===== src/rtl/game_pkg.sv =====
// rtl/game_pkg.sv - phase encodings and pixel width shared by the game control blocks
package game_pkg;

    localparam int PIXEL_W = 12;

    localparam logic [3:0] ST_IDLE     = 4'b0000;
    localparam logic [3:0] ST_PLAYER   = 4'b0001;
    localparam logic [3:0] ST_GAMEOVER = 4'b0010;
    localparam logic [3:0] ST_RESOLVE  = 4'b0100;
    localparam logic [3:0] ST_ENEMY    = 4'b1000;

    typedef enum logic [3:0] {
        PH_IDLE     = ST_IDLE,
        PH_PLAYER   = ST_PLAYER,
        PH_GAMEOVER = ST_GAMEOVER,
        PH_RESOLVE  = ST_RESOLVE,
        PH_ENEMY    = ST_ENEMY
    } phase_e;

    function automatic logic is_busy(input phase_e ph);
        return (ph == PH_PLAYER) || (ph == PH_ENEMY) || (ph == PH_RESOLVE);
    endfunction

endpackage


===== src/rtl/frame_sync.sv =====
// rtl/frame_sync.sv - one-cycle frame tick at the raster origin
module frame_sync (
    input  logic        clk,
    input  logic        rst,
    input  logic [10:0] hcount_i,
    input  logic [9:0]  vcount_i,
    output logic        tick_o
);

    logic at_origin;
    logic at_origin_q;

    assign at_origin = (hcount_i == 11'd0) && (vcount_i == 10'd0);

    // Edge-qualified so a raster that dwells on the origin still counts one frame
    always_ff @(posedge clk) begin
        if (rst) begin
            at_origin_q <= 1'b0;
        end else begin
            at_origin_q <= at_origin;
        end
    end

    assign tick_o = at_origin && !at_origin_q;

endmodule


===== src/rtl/game_phase_ctrl.sv =====
// rtl/game_phase_ctrl.sv - turn/round sequencer with frame timeout and phase-synchronous pixel mux
module game_phase_ctrl
    import game_pkg::*;
#(
    parameter int                 NUM_PLAYERS    = 2,
    parameter int                 MAX_ROUNDS     = 8,
    parameter int                 TIMEOUT_FRAMES = 600,
    parameter logic [PIXEL_W-1:0] BG_COLOR       = 12'h000
) (
    input  logic               clk,
    input  logic               rst,
    input  logic [10:0]        hcount_in,
    input  logic [9:0]         vcount_in,
    input  logic               start_in,
    input  logic               phase_done_in,
    input  logic               game_over_in,
    input  logic [PIXEL_W-1:0] player_pixel_in,
    input  logic [PIXEL_W-1:0] enemy_pixel_in,
    input  logic [PIXEL_W-1:0] resolve_pixel_in,
    output logic [3:0]         state_out,
    output logic [3:0]         turn_out,
    output logic [7:0]         round_out,
    output logic               phase_start_out,
    output logic               busy_out,
    output logic               timeout_out,
    output logic [PIXEL_W-1:0] pixel_out
);

    localparam int CNT_W = (TIMEOUT_FRAMES > 1) ? $clog2(TIMEOUT_FRAMES + 1) : 1;

    phase_e             state_q, state_d;
    phase_e             disp_q;
    logic [3:0]         turn_q, turn_d;
    logic [7:0]         round_q, round_d;
    logic               armed_q, armed_d;
    logic               start_q;
    logic               timeout_q;
    logic [CNT_W-1:0]   frame_cnt_q;
    logic [PIXEL_W-1:0] pixel_q, pixel_d;
    logic               enter;
    logic               frame_tick;
    logic               busy;
    logic               real_done;
    logic               to_evt;
    logic               advance;

    frame_sync u_frame_sync (
        .clk      (clk),
        .rst      (rst),
        .hcount_i (hcount_in),
        .vcount_i (vcount_in),
        .tick_o   (frame_tick)
    );

    assign busy      = is_busy(state_q);
    assign real_done = phase_done_in && busy && !start_q;
    assign to_evt    = (TIMEOUT_FRAMES != 0) && busy && !start_q && frame_tick &&
                       (frame_cnt_q == CNT_W'(TIMEOUT_FRAMES - 1));
    assign advance   = real_done || to_evt;

    always_comb begin
        state_d = state_q;
        turn_d  = turn_q;
        round_d = round_q;
        armed_d = armed_q;
        enter   = 1'b0;
        case (state_q)
            PH_IDLE: begin
                // start must be seen low once after leaving GAMEOVER before it can launch a game
                if (!start_in) begin
                    armed_d = 1'b1;
                end else if (armed_q) begin
                    state_d = PH_PLAYER;
                    turn_d  = 4'd0;
                    round_d = 8'd0;
                    enter   = 1'b1;
                end
            end
            PH_PLAYER: begin
                if (advance) begin
                    enter = 1'b1;
                    if (turn_q < 4'(NUM_PLAYERS - 1)) begin
                        turn_d = turn_q + 4'd1;
                    end else begin
                        turn_d  = 4'd0;
                        state_d = PH_ENEMY;
                    end
                end
            end
            PH_ENEMY: begin
                if (advance) begin
                    state_d = PH_RESOLVE;
                    enter   = 1'b1;
                end
            end
            PH_RESOLVE: begin
                if (advance) begin
                    if ((real_done && game_over_in) || (round_q == 8'(MAX_ROUNDS - 1))) begin
                        state_d = PH_GAMEOVER;
                    end else begin
                        round_d = round_q + 8'd1;
                        turn_d  = 4'd0;
                        state_d = PH_PLAYER;
                        enter   = 1'b1;
                    end
                end
            end
            PH_GAMEOVER: begin
                if (start_in) begin
                    state_d = PH_IDLE;
                    turn_d  = 4'd0;
                    round_d = 8'd0;
                    armed_d = 1'b0;
                end
            end
            default: state_d = PH_IDLE;
        endcase
    end

    always_comb begin
        pixel_d = BG_COLOR;
        case (disp_q)
            PH_PLAYER:  pixel_d = player_pixel_in;
            PH_ENEMY:   pixel_d = enemy_pixel_in;
            PH_RESOLVE: pixel_d = resolve_pixel_in;
            default:    pixel_d = BG_COLOR;
        endcase
    end

    always_ff @(posedge clk) begin
        if (rst) begin
            state_q     <= PH_IDLE;
            turn_q      <= 4'd0;
            round_q     <= 8'd0;
            armed_q     <= 1'b1;
            start_q     <= 1'b0;
            timeout_q   <= 1'b0;
            frame_cnt_q <= '0;
            disp_q      <= PH_IDLE;
            pixel_q     <= BG_COLOR;
        end else begin
            state_q   <= state_d;
            turn_q    <= turn_d;
            round_q   <= round_d;
            armed_q   <= armed_d;
            start_q   <= enter;
            timeout_q <= to_evt && !real_done;
            if (start_q) begin
                frame_cnt_q <= '0;
            end else if (frame_tick) begin
                frame_cnt_q <= frame_cnt_q + 1'b1;
            end
            if (frame_tick) begin
                disp_q <= state_q;
            end
            pixel_q <= pixel_d;
        end
    end

    assign state_out       = state_q;
    assign turn_out        = turn_q;
    assign round_out       = round_q;
    assign phase_start_out = start_q;
    assign busy_out        = busy;
    assign timeout_out     = timeout_q;
    assign pixel_out       = pixel_q;

endmodule


===== config.mk =====
export PLATFORM = sky130hd
export DESIGN_NAME = game_phase_ctrl
export DESIGN_NICKNAME = d
export VERILOG_FILES = /design/src/rtl/game_pkg.sv /design/src/rtl/frame_sync.sv /design/src/rtl/game_phase_ctrl.sv
export SDC_FILE = /design/constraint.sdc
export NUM_CORES = 1
export LEC_CHECK = 0
export BUFFER_PORTS_ARGS = -buffer_cell sky130_fd_sc_hd__buf_2
export CORE_AREA = 4 4 57 98
export DETAILED_ROUTE_END_ITERATION = 8
export DIE_AREA = 0 0 61 102
export PLACE_DENSITY = 0.75
export SLEW_MARGIN = 10
export SYNTH_ARGS = -nofsm -noshare
export SYNTH_HDL_FRONTEND = slang
export SYNTH_SLANG_ARGS = --single-unit

===== constraint.sdc =====
create_clock -name clk -period 3.2 [get_ports clk]
set_input_delay 0.16 -clock clk [delete_from_list [all_inputs] [get_ports clk]]
set_output_delay 0.16 -clock clk [all_outputs]
set_load 0.03 [all_outputs]

==> flow_metrics.py <==
metrics = {
    "clocking": {
        "cts_hold_buf": 0,
        "cts_num_sinks": 46,
        "cts_tree": "done",
        "clk_pin_slew_ps": 80,
        "cts_setup_buffers": 0,
        "htree_levels": 2,
        "post_cts_resize_count": 0,
        "clock_path_buffers": 2,
        "clk-insertion-delay-late_ps": 300,
        "root_buffer": "clkbuf_8",
        "cts_made_buffers": 5,
    },
    "synthesis": {
        "ys_types": 49,
        "synth_seq_area_share": 0.407,
        "syn_inst": 259,
        "syn_area_um2": 2260,
        "synth.avg_cell_area_um2": 8.73,
        "yosys_register_bits": 46,
        "synth_edf_count": 0,
        "synth-async-reset-ratio": 0,
        "ys.warnings.count": 0,
        "synth_fp_nets": 325,
        "synth_ff_type": "dfxtp_1",
    },
    "floorplanning": {
        "pin_count": 93,
        "fp.dieH_um": 102,
        "coreArea_um2": 4850,
        "die_x_um": 61,
        "start_util": 0.466,
        "num_rows": 34,
        "dieArea_um2": 6220,
    },
    "place": {
        "port_buffers": 92,
        "gp_congestion": 0.890,
        "placed_area_um2": 2800,
        "pre_cts_ws_ps": 664,
        "dp.final_hpwl_mm": 4.79,
    },
    "setup_path": {
        "slowest_stage": "or4b_4",
        "cp.arrival_ps": 2720,
        "path_max_fanout": 14,
        "crit_type": "reg2reg",
        "start_kind": "flop",
        "cp.buffers_inverters": 0,
        "crit_required_ps": 3390,
        "cp_cell_sequence": "or4b_4 -> o31a_4 -> nor4_4 -> nor2_2 -> a2111o_1 -> and3_1",
        "reg2reg_slack_ps": 670,
        "r2r-start": "state_out[3]",
        "crit_path_end_kind": "flop",
        "ff2ff_path_depth": 6,
        "r2r-end": "turn_out[3]",
        "slowest_delay_ps": 620,
        "path_delay_family": "simple AND/OR/NAND/NOR gates",
    },
    "final_layout": {
        "drive_gt1_frac": 0.329,
        "fin_area_um2": 2890,
        "post-route-util": 0.596,
        "final_nets": 418,
        "synthToLayoutAreaGrowth_pct": 27.9,
        "fillerInstances": 463,
        "antennaDiodeCount": 0,
    },
    "global_routing": {
        "grt_pass1_vias": 2293,
        "grt_pass1_wl_mm": 9.83,
        "overflow": 0,
        "grt_max_degree": 17,
        "grtUsageTotal": 0.200,
        "antenna_found_initial": 0,
    },
    "power_and_ir_drop": {
        "p_per_area_nw_per_um2": 514,
        "p_leak_nw": 1.24,
        "total_power_w": 0.00149,
        "peakVddDrop_uv": 400,
    },
    "routing": {
        "wl_per_cell_um": 14.6,
        "detail-route-antenna-nets": 0,
        "vias": 2314,
        "maxUsedRoutingLayer": "met4",
        "met3WireLength_um": 357,
        "dr.pass1.iters": 5,
        "drt-initial-drc-count": 123,
        "wl_met1_mm": 2.13,
        "wl_met2_mm": 3.32,
        "drt_wl_total_mm": 5.95,
        "drc": 0,
        "viasPerCell": 5.69,
    },
    "hold_path": {
        "min_path_cells": 3,
        "hold_end": "pixel_out[3]",
        "min_from": "enemy_pixel_in[3]",
        "hold_path.class": "in2reg",
    },
    "sta": {
        "setup_violations": 0,
        "worst_pin_slew_ps": 1040,
        "relSlewSlack": 0.308,
        "min_period_over_period": 0.790,
        "fin_skew_ps": 5.09,
        "min_period_ps": 2530,
        "rsz0062_at_grt": "no",
        "hold_violations": 0,
        "tns_ps": 0,
        "slew_viol_final": 0,
        "fmax_mhz": 396,
        "layout_setup_ws_ps": 672,
    },
    "status": {
        "status": "finished, final reports clean",
    },
    "flow_run": {
        "max_cap_violations": 0,
    },
}
stage by stage:
step / hold WS [ps] / instances
floorplan: 306 / 259
global placement: 399 / 399
detailed placement: 409 / 399
CTS: 99.4 / 407
global route: 113 / 407
finish: 98.1 / 407
worst max-delay path by stage:
| stage | start | to | slack [ps] | cells past startpoint |
|---|---|---|---|---|
| final | state_out[3] | turn_out[3] | 670 | 6 |
| after global routing | state_out[0] | round_out[5] | 500 | 6 |
| after CTS | state_out[0] | turn_out[3] | 660 | 6 |
| after detailed placement | state_out[0] | turn_out[3] | 660 | 6 |
| after global placement | state_out[3] | turn_out[3] | 730 | 6 |
| after floorplan | state_out[2] | turn_out[3] | 670 | 7 |
state kept, by name (all words and copies together), names as in the netlist:
signal	flops
timeout_out	1
pixel_out	12
frame_cnt_q	10
u_frame_sync.at_origin_q	1
round_out	8
disp_q	4
state_out	4
turn_out	4
armed_q	1
phase_start_out	1
cells in the final DEF (no fill, tap or decap), types with 7 or more instances in the layout:
master | Yosys | final
nor3_1 | 7 | 7
nor4_1 | 10 | 10
nand2_1 | 20 | 20
dfxtp_1 | 46 | 46
mux2i_1 | 12 | 12
a222oi_1 | 12 | 12
o21ai_0 | 8 | 8
xor2_1 | 7 | 7
nor2_1 | 39 | 39
buf_2 | 0 | 92
nand3_1 | 11 | 11
inv_1 | 10 | 10
synthesized netlist by cell type, types with 3 or more instances:
| cell type | count | share of area |
|---|---|---|
| dfxtp_1 | 46 | 0.41 |
| nor2_1 | 39 | 0.065 |
| nand2_1 | 20 | 0.033 |
| a222oi_1 | 12 | 0.053 |
| mux2i_1 | 12 | 0.053 |
| nand3_1 | 11 | 0.024 |
| inv_1 | 10 | 0.017 |
| nor4_1 | 10 | 0.028 |
| clkbuf_1 | 9 | 0.015 |
| o21ai_0 | 8 | 0.018 |
| nor3_1 | 7 | 0.015 |
| xor2_1 | 7 | 0.027 |
| a21oi_1 | 6 | 0.013 |
| ha_1 | 4 | 0.022 |
| nor4b_1 | 4 | 0.015 |
| o22ai_1 | 4 | 0.011 |
| xnor2_1 | 4 | 0.015 |
| and3_1 | 3 | 0.0083 |
| nand2b_1 | 3 | 0.0083 |
| nand4_1 | 3 | 0.0083 |
| or4_1 | 3 | 0.010 |
layout make-up:
cell class              instances  area (um2)  area share
inverters                      10        37.5      0.0130
clock buffers                   7        86.3      0.0298
well taps                      54        67.6      0.0234
flip-flops and latches         46         921       0.318
multi-input cells             192        1280       0.442
clock inverters                 1        5.00     0.00173
repair buffers                 97         498       0.172
report_power, final:
part           total, W  internal [W]  switching (W)
Sequential     0.000638      0.000592      0.0000460
Clock          0.000362      0.000174       0.000188
Combinational  0.000488      0.000201       0.000288
Total           0.00149      0.000967       0.000521
routing by layer:
metal | GRT usage | vias up
met4 | 0.0718 | 0
met1 | 0.219 | 1072
met2 | 0.369 | 81
li1 | - | 1149
met3 | 0.0367 | 12
met5 | 0 | -
worst min-delay path: cells and delay by family:
kind | cells | cell delay, ps
buffers and inverters | 1 | 80
and+or+nand+nor | 1 | 80
AOI/OAI and AO/OA | 1 | 50
kinds of logic after synthesis:
| kind of cell | synth area share |
|---|---|
| AO/OA/AOI/OAI | 0.161 |
| XOR/XNOR | 0.0426 |
| adder cells (fa/ha/maj) | 0.0221 |
| buffers and inverters | 0.0365 |
| flip-flops | 0.407 |
| multiplexers | 0.0531 |
| AND/OR/NAND/NOR | 0.278 |
No activity file was read; power rests on OpenSTA's default activity.
